## config.mk

```make
export PLATFORM = sky130hd
export DESIGN_NAME = vz_upload
export DESIGN_NICKNAME = d
export VERILOG_FILES = /design/src/rtl/vz_pkg.sv /design/src/rtl/vz_hdr_rom.sv /design/src/rtl/vz_upload.sv
export SDC_FILE = /design/constraint.sdc
export NUM_CORES = 1
export LEC_CHECK = 0
export BUFFER_PORTS_ARGS = -buffer_cell sky130_fd_sc_hd__buf_2
export CAP_MARGIN = 40
export CORE_AREA = 2 2 175 160
export CTS_BUF_LIST = sky130_fd_sc_hd__clkbuf_8
export DETAILED_ROUTE_END_ITERATION = 8
export DIE_AREA = 0 0 177 162
export PLACE_DENSITY = 0.5
export SYNTH_ARGS = -nofsm -noshare
export SYNTH_HDL_FRONTEND = slang
export SYNTH_SLANG_ARGS = --single-unit
```

## constraint.sdc

```tcl
create_clock -name CLK10MHZ -period 3.1 [get_ports CLK10MHZ]
set_input_delay 0.155 -clock CLK10MHZ [delete_from_list [all_inputs] [get_ports CLK10MHZ]]
set_output_delay 0.155 -clock CLK10MHZ [all_outputs]
set_load 0.01 [all_outputs]
```

## src/rtl/vz_pkg.sv

```systemverilog
// Shared VZ image format definitions for the download loader and the upload engine,
// so both ends of the HPS ioctl path agree on the header layout.
package vz_pkg;

  localparam int VZ_HDR_LEN   = 24;
  localparam int VZ_OFF_NAME  = 4;
  localparam int VZ_OFF_TYPE  = 21;
  localparam int VZ_OFF_START = 22;

  localparam logic [7:0] VZ_TYPE_BASIC = 8'hF0;
  localparam logic [7:0] VZ_TYPE_BIN   = 8'hF1;

  // Ascending packed ranges so element [0] is the first byte on the wire.
  localparam logic [0:3][7:0]  VZ_MAGIC        = {8'h56, 8'h5A, 8'h46, 8'h30};
  localparam logic [0:16][7:0] VZ_NAME_DEFAULT = {"LASER310", 72'h0};

  typedef enum logic [2:0] {
    IDLE,
    ARM,
    WAIT_RD,
    HDR,
    MEM,
    DONE_BYTE
  } vz_up_state_t;

  // Inclusive span length; an inverted span yields an empty (header-only) image.
  function automatic logic [16:0] vz_span_len(input logic [15:0] first,
                                              input logic [15:0] last);
    if (last < first) return 17'd0;
    return {1'b0, last} - {1'b0, first} + 17'd1;
  endfunction

endpackage

```

## src/rtl/vz_hdr_rom.sv

```systemverilog
// Combinational VZ header byte select: magic, default name, type, start address.
module vz_hdr_rom
  import vz_pkg::*;
(
  input  logic [4:0]  i_off,
  input  logic [7:0]  i_type,
  input  logic [15:0] i_start,
  output logic [7:0]  o_byte
);

  logic [4:0] w_name_idx;

  assign w_name_idx = i_off - 5'(VZ_OFF_NAME);

  always_comb begin
    // NOTE: default first so every path assigns o_byte and no latch is inferred.
    o_byte = 8'h00;
    if (i_off < 5'(VZ_OFF_NAME))
      o_byte = VZ_MAGIC[i_off[1:0]];
    else if (i_off < 5'(VZ_OFF_TYPE))
      o_byte = VZ_NAME_DEFAULT[w_name_idx];
    else if (i_off == 5'(VZ_OFF_TYPE))
      o_byte = i_type;
    else if (i_off == 5'(VZ_OFF_START))
      o_byte = i_start[7:0];
    else if (i_off == 5'(VZ_OFF_START + 1))
      o_byte = i_start[15:8];
  end

endmodule

```

## src/rtl/vz_upload.sv

```systemverilog
// VZ image upload engine: serves hps_io byte reads from a generated header plus a RAM span.
// Optional running checksum of served RAM bytes when VZ_UPLOAD_CKSUM_EN is defined.
module vz_upload
  import vz_pkg::*;
#(
  parameter int HDR_LEN     = VZ_HDR_LEN,
  parameter int ACK_TIMEOUT = 255
) (
  input  logic        CLK10MHZ,
  input  logic        RESET,
  input  logic        ioctl_upload,
  input  logic        ioctl_rd,
  input  logic [15:0] ioctl_addr,
  output logic [7:0]  ioctl_din,
  output logic        busy,
  input  logic [7:0]  vz_type,
  input  logic [15:0] span_start,
  input  logic [15:0] span_end,
  output logic [16:0] file_len,
  output logic        mem_req,
  output logic [15:0] mem_addr,
  input  logic        mem_ack,
  input  logic [7:0]  mem_data
`ifdef VZ_UPLOAD_CKSUM_EN
  ,
  output logic [15:0] cksum
`endif
);

  localparam int                WAIT_W    = $clog2(ACK_TIMEOUT + 1);
  localparam logic [WAIT_W-1:0] WAIT_LAST = WAIT_W'(ACK_TIMEOUT - 1);

  vz_up_state_t      r_state;
  logic              r_upload_q;
  logic [7:0]        r_type;
  logic [15:0]       r_start;
  logic [16:0]       r_span_len;
  logic [4:0]        r_hdr_off;
  logic [WAIT_W-1:0] r_wait;

  logic [16:0]       w_off;
  logic              w_is_hdr;
  logic              w_in_span;
  logic [7:0]        w_hdr_byte;

  // Offset into the RAM span; only meaningful when the request is past the header.
  assign w_off     = {1'b0, ioctl_addr} - 17'(HDR_LEN);
  assign w_is_hdr  = (ioctl_addr < 16'(HDR_LEN));
  assign w_in_span = (w_off < r_span_len);

  vz_hdr_rom u_hdr_rom (
    .i_off   (r_hdr_off),
    .i_type  (r_type),
    .i_start (r_start),
    .o_byte  (w_hdr_byte)
  );

  always_ff @(posedge CLK10MHZ or negedge RESET) begin
    if (!RESET) begin
      r_state    <= IDLE;
      r_upload_q <= 1'b0;
      r_type     <= 8'h00;
      r_start    <= 16'h0000;
      r_span_len <= 17'd0;
      r_hdr_off  <= 5'd0;
      r_wait     <= '0;
      ioctl_din  <= 8'h00;
      busy       <= 1'b0;
      file_len   <= 17'd0;
      mem_req    <= 1'b0;
      mem_addr   <= 16'h0000;
    end else begin
      // NOTE: non-blocking for all state so every read in this block sees pre-edge values.
      r_upload_q <= ioctl_upload;
      if (!ioctl_upload && r_state != IDLE) begin
        // Session abort: drop any pending request, keep ioctl_din and file_len.
        r_state <= IDLE;
        mem_req <= 1'b0;
        busy    <= 1'b0;
      end else begin
        case (r_state)
          IDLE: begin
            if (ioctl_upload && !r_upload_q) r_state <= ARM;
          end
          ARM: begin
            r_type     <= vz_type;
            r_start    <= span_start;
            r_span_len <= vz_span_len(span_start, span_end);
            file_len   <= 17'(HDR_LEN) + vz_span_len(span_start, span_end);
            r_state    <= WAIT_RD;
          end
          WAIT_RD: begin
            if (ioctl_rd) begin
              busy      <= 1'b1;
              r_hdr_off <= ioctl_addr[4:0];
              if (w_is_hdr) begin
                r_state <= HDR;
              end else if (w_in_span) begin
                mem_req  <= 1'b1;
                mem_addr <= r_start + w_off[15:0];
                r_wait   <= '0;
                r_state  <= MEM;
              end else begin
                ioctl_din <= 8'h00;
                r_state   <= DONE_BYTE;
              end
            end
          end
          HDR: begin
            ioctl_din <= w_hdr_byte;
            r_state   <= DONE_BYTE;
          end
          MEM: begin
            if (mem_ack) begin
              ioctl_din <= mem_data;
              mem_req   <= 1'b0;
              r_state   <= DONE_BYTE;
            end else if (r_wait == WAIT_LAST) begin
              ioctl_din <= 8'hFF;
              mem_req   <= 1'b0;
              r_state   <= DONE_BYTE;
            end else begin
              r_wait <= r_wait + WAIT_W'(1);
            end
          end
          DONE_BYTE: begin
            busy    <= 1'b0;
            r_state <= WAIT_RD;
          end
          default: r_state <= IDLE;
        endcase
      end
    end
  end

`ifdef VZ_UPLOAD_CKSUM_EN
  logic [15:0] r_cksum;
  logic [15:0] r_off;
  logic [15:0] r_last_off;
  logic        r_last_vld;

  // Sum each acked RAM byte once; an immediate re-read of the same offset is skipped.
  always_ff @(posedge CLK10MHZ or negedge RESET) begin
    if (!RESET) begin
      r_cksum    <= 16'h0000;
      r_off      <= 16'h0000;
      r_last_off <= 16'h0000;
      r_last_vld <= 1'b0;
    end else if (ioctl_upload) begin
      if (r_state == ARM) begin
        r_cksum    <= 16'h0000;
        r_last_vld <= 1'b0;
      end
      if (r_state == WAIT_RD && ioctl_rd) r_off <= w_off[15:0];
      if (r_state == MEM && mem_ack) begin
        if (!(r_last_vld && r_last_off == r_off))
          r_cksum <= r_cksum + {8'h00, mem_data};
        r_last_off <= r_off;
        r_last_vld <= 1'b1;
      end
    end
  end

  assign cksum = r_cksum;
`endif

endmodule

```

==> parameters.txt, run 1 <==
Parameter                              Value

Finish
  Layout cells sized above 1 ... 28.9%
  Number of nets in the layout ... 1199
  Final cell count without fillers ... 1405
  Layout Area Growth over Synthesis ... 33.4%
  Number of antenna repair diodes ... 0
  Number of fill cells in the layout ... 2864

Routing
  Routed length per instance ... 15.0 um
  TritonRoute pass-1 iters ... 5
  Remaining routing DRC violations ... 0
  DRT Wirelength ... 21100 um
  Post-detailed-route count of antenna-violating nets ... 0
  Iter 0 DRT Violations ... 379
  DR vias/cell ... 4.64
  Detailed-route via count ... 6513

Global routing
  Wire length of the first global-routing pass ... 33400 um
  Number of antenna violations at the first check in global routing ... 0
  Overall overflow remaining after global route ... 0
  Pin count of the biggest net entering global routing ... 72
  Number of global-route vias before repair ... 6286
  Total routing usage reported by global routing ... 14.9%

Worst setup path
  Endpoint kind of the worst setup timing path ... flop
  Critical register-to-register path endpoint ... mem_addr[0]$_DFFE_PN0P_
  Beginning of the critical path ... ioctl_addr[5]
  Class of the most critical setup path ... primary input to flop
  Worst endpoint data arrival time ... 3.27 ns
  Required time at the worst-slack endpoint ... 3.38 ns
  Startpoint of the most critical register-to-register path ... r_span_len[6]$_DFFE_PN0P_
  Register-to-register setup slack ... 0.27 ns
  CP Launch Type ... primary input
  Critical Path Fanout Max ... 36
  Number of cells on the worst reg-to-reg path ... 12

Clock tree
  TritonCTS clock tree ... built
  TritonCTS Buffers ... 9
  Clk sinks ... 98
  Clock network latency to the later pin of the worst-skew pair ... 0.38 ns
  Clock slew at reported path FFs ... 0.10 ns
  Cell chosen for the clock root ... clkbuf_8
  Htree depth ... 3
  Clk buf depth ... 2

Power and ir drop
  Sw Ratio ... 41.6%
  Power Dens Cells ... 692 nW/um^2
  Clk network pwr share ... 15.8%
  Switch Pwr ... 2.75 mW
  Internal Power ... 3.87 mW
  Peak supply drop ... 237 uV
  Portion of total power attributed to sequential cells ... 33.8%
  Reported leakage power ... 4.66 nW
  Logic gate share of total power ... 50.4%
  Power, Total ... 6.62 mW

Logic synthesis
  Net count after synthesis ... 973
  Number of register bits inferred by synthesis ... 98
  Total standard cell area after synthesis ... 7170 um^2
  Ys flop type ... dfrtp_1
  Count of flip-flops with a built-in enable after synthesis ... 0
  Number of library cell types mapped by synthesis ... 74
  Most common cell in the netlist ... nand2_1
  Dominant cell type by area after synthesis ... dfrtp_1
  Number of synthesis warnings ... 0
  Average instance area after synthesis ... 8.75 um^2
  Cell types with the largest area share after synthesis ... dfrtp_1 34%, ha_1 13%, nand2_1 6.1%
  Post-synth ARST share ... 100%
  Portion of synthesized cell area occupied by the leading cell type ... 34.2%
  Most instantiated cells after synthesis ... 117 x nand2_1, 98 x dfrtp_1, 84 x o21ai_0
  Sequential cell area fraction in the yosys report ... 34.2%
  Syn Inst Count ... 820

STA
  Worst max-slew margin expressed relative to the limit ... 51.4%
  Min Clock Period, post-route ... 2.98 ns
  Share of the clock period used by the worst path after layout ... 96.3%
  RSZ-0062 raised after global routing ... yes
  Worst Clk Skew ... 0.0113 ns
  Maximum achievable frequency ... 335 MHz
  Least-Margin Pin Slew ... 0.726 ns
  Setup violators final ... 0
  Pins Over Slew Limit ... 0
  Final number of hold-violating endpoints ... 0

Placed design
  Number of buffers added on ports ... 111
  DPL Wire Length ... 17200 um
  Number of instances in the placed design ... 1374
  Routability Congestion ... 0.898

Floorplan
  Initial Util ... 26.8%
  Floorplan core area ... 26700 um^2
  Standard-cell rows ... 57
  Die Ht ... 162 um
  I/O pins ... 112
  Die W ... 177 um
  Die Footprint ... 28700 um^2

Worst hold path
  Worst Hold Path Cells ... 3
  End of the worst hold path ... r_hdr_off[2]$_DFFE_PN0P_
  Path class of the lowest-slack min-delay path ... primary input to flop
  Hold path startpoint ... ioctl_addr[2]

Run status
  Result of the run ... finished, final reports clean

Flow run
  Count of maximum capacitance violations ... 0
## power by group through the flow
stage	sequential, mW	combinational, mW	clock [mW]
6_report	2.23	3.34	1.05
5_1_grt	2.31	3.78	1.13
4_1_cts	2.24	3.31	1.08
3_5_place_dp	2.26	3.28	0
3_3_place_gp	2.25	3.23	0
2_1_floorplan	2.19	2.05	0
## flip-flops by register name (all words and copies together) (netlist names)
register	count
file_len	17
mem_addr	16
r_start	16
r_span_len	14
ioctl_din	8
r_type	8
r_wait	8
r_hdr_off	5
r_state	3
busy	1
mem_req	1
r_upload_q	1
## logic make-up (layout without fill, tap and decap cells)
logic type	after synthesis	count (layout)	share of synthesized area (%)
AND/OR/NAND/NOR	267	267	18.2
AO/OA/AOI/OAI	216	216	19.3
buffers and inverters	99	330	5.46
flip-flops	98	98	34.2
adder cells (fa/ha/maj)	84	84	15.6
XOR/XNOR	44	44	5.37
multiplexers	12	12	1.85
## how the worst max path moves through the flow
stage / to / slack, ns / depth (start not counted)
6_report: mem_addr[0]$_DFFE_PN0P_ / 0.12 / 16
4_1_cts: ioctl_din[2]$_DFFE_PN0P_ / 0.002 / 16
3_5_place_dp: ioctl_din[2]$_DFFE_PN0P_ / -0.46 / 16
2_1_floorplan: file_len[11]$_DFFE_PN0P_ / -0.08 / 13
5_1_grt: r_wait[5]$_DFFE_PN0P_ / -0.009 / 17
3_3_place_gp: ioctl_din[5]$_DFFE_PN0P_ / -0.38 / 16
## per-stage QoR
| step | setup TNS [ns] | setup slack (ns) | util [%] | area (um^2) | hold WS [ns] |
|---|---|---|---|---|---|
| 2_1_floorplan | -0.177 | -0.0797 | - | 7240 | -0.141 |
| 3_3_place_gp | -8.70 | -0.378 | 33.7 | 9030 | 0.243 |
| 6_report | 0 | 0.115 | 35.8 | 9570 | 0.0778 |
| 4_1_cts | 0 | 0.00183 | 35.1 | 9390 | 0.0717 |
| 5_1_grt | -0.0174 | -0.00923 | 35.8 | 9570 | 0.0845 |
| 3_5_place_dp | -11.79 | -0.463 | 33.7 | 9030 | 0.245 |
## timing repair
action / in CTS / in global routing
gates resized for setup: 1 / 29
setup endpoints to repair: 8 / 36
buffers inserted: 1 / 4
pin swaps: 2 / 20
hold buffers: 10 / 0
hold endpoints to repair: 57 / 0
## cell type report
cell class                      count  area (um^2)  share of cell area, %
Tap cell                          354          443                   4.63
Multi-Input combinational cell    623         4530                   47.4
Sequential cell                    98         2450                   25.6
Timing Repair Buffer              243         1620                   17.0
Clock inverter                      6          111                   1.16
Clock buffer                       10          138                   1.44
Inverter                           71          267                   2.79
## layer usage
layer	up-vias	global-route usage (%)	wire length [um]	part of all wire, %
met3	25	1.87	732	3.5
met1	3009	22.4	11100	53
li1	3345	-	-	-
met2	134	22.2	8860	42
met5	-	0	0	0
met4	0	3.87	411	1.9
## worst max-delay path, cell delays in order
cell      delay, ns
buf_2          0.12
nor3_4         0.20
a21boi_4       0.27
nand2b_4       0.09
nor2_4         0.11
xor2_1         0.20
ha_1           0.28
a21o_1         0.16
a21o_1         0.15
a21oi_1        0.11
o21ai_1        0.09
a221o_1        0.39
a211oi_4       0.33
nand2_2        0.11
buf_12         0.21
mux2_2         0.27
## placed cells by master, fill, tap and decap left out, drive strengths merged, types with 6 or more instances in the layout
master | synthesis | routed
or2 | 7 | 7
dlygate4sd3 | 0 | 10
o21ai | 85 | 85
nand2b | 15 | 15
o211ai | 6 | 6
inv | 70 | 71
clkbuf | 24 | 10
mux2 | 10 | 10
xor2 | 22 | 22
or3 | 7 | 7
o22ai | 12 | 12
ha | 75 | 75
a21o | 7 | 7
nor3 | 17 | 17
nand3 | 8 | 8
buf | 4 | 233
xnor2 | 22 | 22
o31ai | 15 | 15
a21oi | 29 | 29
dfrtp | 98 | 98
fa | 9 | 9
a211oi | 11 | 11
nand2 | 117 | 117
and3 | 10 | 10
a221oi | 6 | 6
nor2b | 8 | 8
nor2 | 46 | 46
Power figures use the tool's default switching activity.
==> run 2: changes to the inputs <==
- CELL_PAD_IN_SITES_DETAIL_PLACEMENT: unset -> 0
- CELL_PAD_IN_SITES_GLOBAL_PLACEMENT: unset -> 1
- CORE_AREA: 2 2 175 160 -> 2 2 182 166
- DIE_AREA: 0 0 177 162 -> 0 0 184 168
- PLACE_DENSITY: 0.5 -> 0.57
==> run 2 against run 1 <==
Effect of this change: core utilization decreased by 2.7 points; die area increased by 7.8%; combinational power increased by 3%; non-clock buffer count increased by 10; sequential power about the same; power decreased by 0.12%; hold slack got worse by 0.0017 ns; global-route usage decreased by 0.36 points; sequential cell count unchanged; clock power decreased by 12%; routed wire length increased by 6.4%; via count increased by 0.61%; largest power group unchanged.
==> parameters.txt, run 2 (synthesized netlist as in run 1, its figures left out) <==
Parameter                              Value

Worst setup path
  CP max stage cell ... a221o_1
  Required time at the worst-slack endpoint ... 3.39 ns (about the same)
  Critical Path Fanout Max ... 9 (-75%)
  Buffering stage count on the worst path with inverters included ... 3 (+1)
  Crit-path cells ... buf_8, nor3_4, a21boi_2, buf_4, xor2_1, ha_1, nand4_1, nor2_1, a211oi_2, o21ai_1, a221o_1, a211oi_4, nand2_2, buf_12, mux2_2
  Number of cells on the worst reg-to-reg path ... 11 (-1)
  Critical register-to-register path endpoint ... mem_addr[0]$_DFFE_PN0P_
  Register-to-register setup slack ... 0.21 ns (-0.06 ns)
  Delay of the slowest cell on the worst path ... 0.40 ns (about the same)
  Startpoint of the most critical register-to-register path ... file_len[2]$_DFFE_PN0P_
  Class of the most critical setup path ... primary input to flop
  CP delay by family, top ... compound AO/OA/AOI/OAI gates
  CP Launch Type ... primary input
  Worst endpoint data arrival time ... 3.33 ns (+0.06 ns)
  Endpoint kind of the worst setup timing path ... flop

Flow run
  Count of maximum capacitance violations ... 0 (unchanged)

Clock tree
  Clk buf depth ... 2 (unchanged)
  Clock network latency to the later pin of the worst-skew pair ... 0.39 ns (about the same)
  Clk sinks ... 98 (unchanged)
  Htree depth ... 3 (unchanged)
  TritonCTS clock tree ... built
  TritonCTS Buffers ... 9 (unchanged)
  Clock slew at reported path FFs ... 0.11 ns (about the same)
  Cell chosen for the clock root ... clkbuf_8

Finish
  Register bank with the most flops ... file_len
  Post-route core utilization ... 33.1% (-2.7 points)
  Layout cells sized above 1 ... 29.2% (+0.29 points)
  Layout Area Growth over Synthesis ... 35.0%
  Most used cells in the layout excluding fill and tap cells ... 127 x buf_4, 114 x nand2_1, 108 x buf_2
  Number of fill cells in the layout ... 3102 (+8.3%)
  Number of nets in the layout ... 1209 (+0.83%)
  Top flop regs ... file_len x17, mem_addr x16, r_start x16
  Most common cell after layout, fill and taps aside ... buf_4
  Largest register FFs ... 17 (unchanged)

Worst hold path
  Worst Hold Path Cells ... 3 (unchanged)
  End of the worst hold path ... r_hdr_off[2]$_DFFE_PN0P_
  Hold path startpoint ... ioctl_addr[2]
  Path class of the lowest-slack min-delay path ... primary input to flop

Routing
  Detailed-route via count ... 6553 (+0.61%)
  DRT Wirelength ... 22500 um (+6.4%)
  TritonRoute pass-1 iters ... 5 (unchanged)
  Remaining routing DRC violations ... 0 (unchanged)
  Routed length per instance ... 15.6 um (+4.1%)
  Post-detailed-route count of antenna-violating nets ... 0 (unchanged)
  Iter 0 DRT Violations ... 351 (-7.4%)
  DR vias/cell ... 4.56 (-1.6%)

Power and ir drop
  Reported leakage power ... 4.74 nW (+1.9%)
  Peak supply drop ... 237 uV (-0.12%)
  Power Dens Cells ... 683 nW/um^2 (-1.3%)
  Power, Total ... 6.61 mW (-0.12%)

Floorplan
  Die Footprint ... 30900 um^2 (+7.8%)
  Standard-cell rows ... 60 (+5.3%)
  I/O pins ... 112 (unchanged)
  Floorplan core area ... 29300 um^2 (+9.5%)
  Initial Util ... 24.5% (-2.3 points)
  Die W ... 184 um (+4.0%)
  Die Ht ... 168 um (+3.7%)

STA
  Least-Margin Pin Slew ... 0.785 ns (+0.0586 ns)
  Share of the clock period used by the worst path after layout ... 98.2% (+1.9 points)
  Worst hold margin ... 0.0761 ns (-0.00170 ns)
  Total Neg Setup Slack ... 0 ns (unchanged)
  Final number of hold-violating endpoints ... 0 (unchanged)
  Maximum achievable frequency ... 329 MHz (-1.9%)
  RSZ-0062 raised after global routing ... yes
  Worst max-slew margin expressed relative to the limit ... 47.7% (-3.8 points)
  Min Clock Period, post-route ... 3.04 ns (+0.0580 ns)
  Setup violators final ... 0 (unchanged)
  Pins Over Slew Limit ... 0 (unchanged)
  Worst Clk Skew ... 0.0131 ns (+0.00180 ns)

Global routing
  Overall overflow remaining after global route ... 0 (unchanged)
  Pin count of the biggest net entering global routing ... 51 (-29%)
  Number of antenna violations at the first check in global routing ... 3 (+3)
  Wire length of the first global-routing pass ... 35100 um (+5.1%)
  Total routing usage reported by global routing ... 14.5% (-0.36 points)
  Number of global-route vias before repair ... 6455 (+2.7%)

Run status
  Result of the run ... finished, final reports clean

Placed design
  DPL Wire Length ... 18000 um (+4.6%)
  Number of buffers added on ports ... 111 (unchanged)
  Routability Congestion ... 0.903 (+0.57%)
[run 2: changes by cell type in the layout (fill, tap and decap cells not counted), sizes merged]
cell    before  now
buf        233  241
bufinv       3    1
clkbuf      10   11
clkinv       2    3
diode        0    3
inv         71   73
[run 2: worst register-to-register path, delay by kind of cell, from the launching register on]
kind,cells,cell delay [ns]
flip-flops,1,0.40
adder cells (fa/ha/maj),1,0.24
buffers and inverters,2,0.32
AND/OR/NAND/NOR,1,0.17
AO/OA/AOI/OAI,6,1.38
multiplexers,1,0.26
[run 2: metal layers]
layer	global-route usage [%]	up-vias	part of all wire [%]
li1	-	3373	-
met1	21.2	3036	51
met2	21.9	116	43
met3	1.71	28	3.1
met4	5.57	0	2.6
met5	0	-	0
[run 2: worst max-delay path by stage]
stage	startpoint	to	slack (ns)	depth (start not counted)
finish	ioctl_addr[6]	mem_addr[0]$_DFFE_PN0P_	0.06	15
floorplan	span_start[6]	file_len[11]$_DFFE_PN0P_	-0.08	13
global route	ioctl_addr[6]	r_wait[7]$_DFFE_PN0P_	-0.08	18
global placement	ioctl_addr[7]	ioctl_din[0]$_DFFE_PN0P_	-0.42	15
detailed placement	ioctl_addr[7]	ioctl_din[2]$_DFFE_PN0P_	-0.53	15
CTS	ioctl_addr[7]	ioctl_din[2]$_DFFE_PN0P_	0.02	16
[run 2: cell type report]
cell class	count	area (um^2)	share of cell area, %
clock inverters	7	83.8	0.866
multi-input cells	623	4550	47.0
diodes	3	7.51	0.0775
flip-flops and latches	98	2450	25.3
inverters	71	267	2.75
clock buffers	9	124	1.28
well taps	372	465	4.81
repair buffers	253	1730	17.9
[run 2: repair_timing]
action                                  in CTS  in global routing
endpoints found under the setup margin       9                 26
hold buffers                                10                  0
cloned                                       0                  2
gates resized for setup                      2                 36
buffers inserted                             1                  4
endpoints found under the hold margin       58                  0
pin swaps                                    3                 17
[run 2: power breakdown]
part	internal, mW	leakage (nW)	total, mW	switching, mW
clock	0.388	0.102	0.920	0.532
combinational	1.56	3.40	3.44	1.88
sequential	1.80	1.25	2.25	0.452
total	3.75	4.74	6.61	2.86
[run 2: metrics by stage]
step | cells | worst slack [ns] | instance area, um^2
finish | 1436 | 0.0573 | 9680
global route | 1436 | -0.0772 | 9680
CTS | 1427 | 0.0180 | 9440
detailed placement | 1400 | -0.530 | 9110
global placement | 1400 | -0.421 | 9110
floorplan | 820 | -0.0797 | 7240
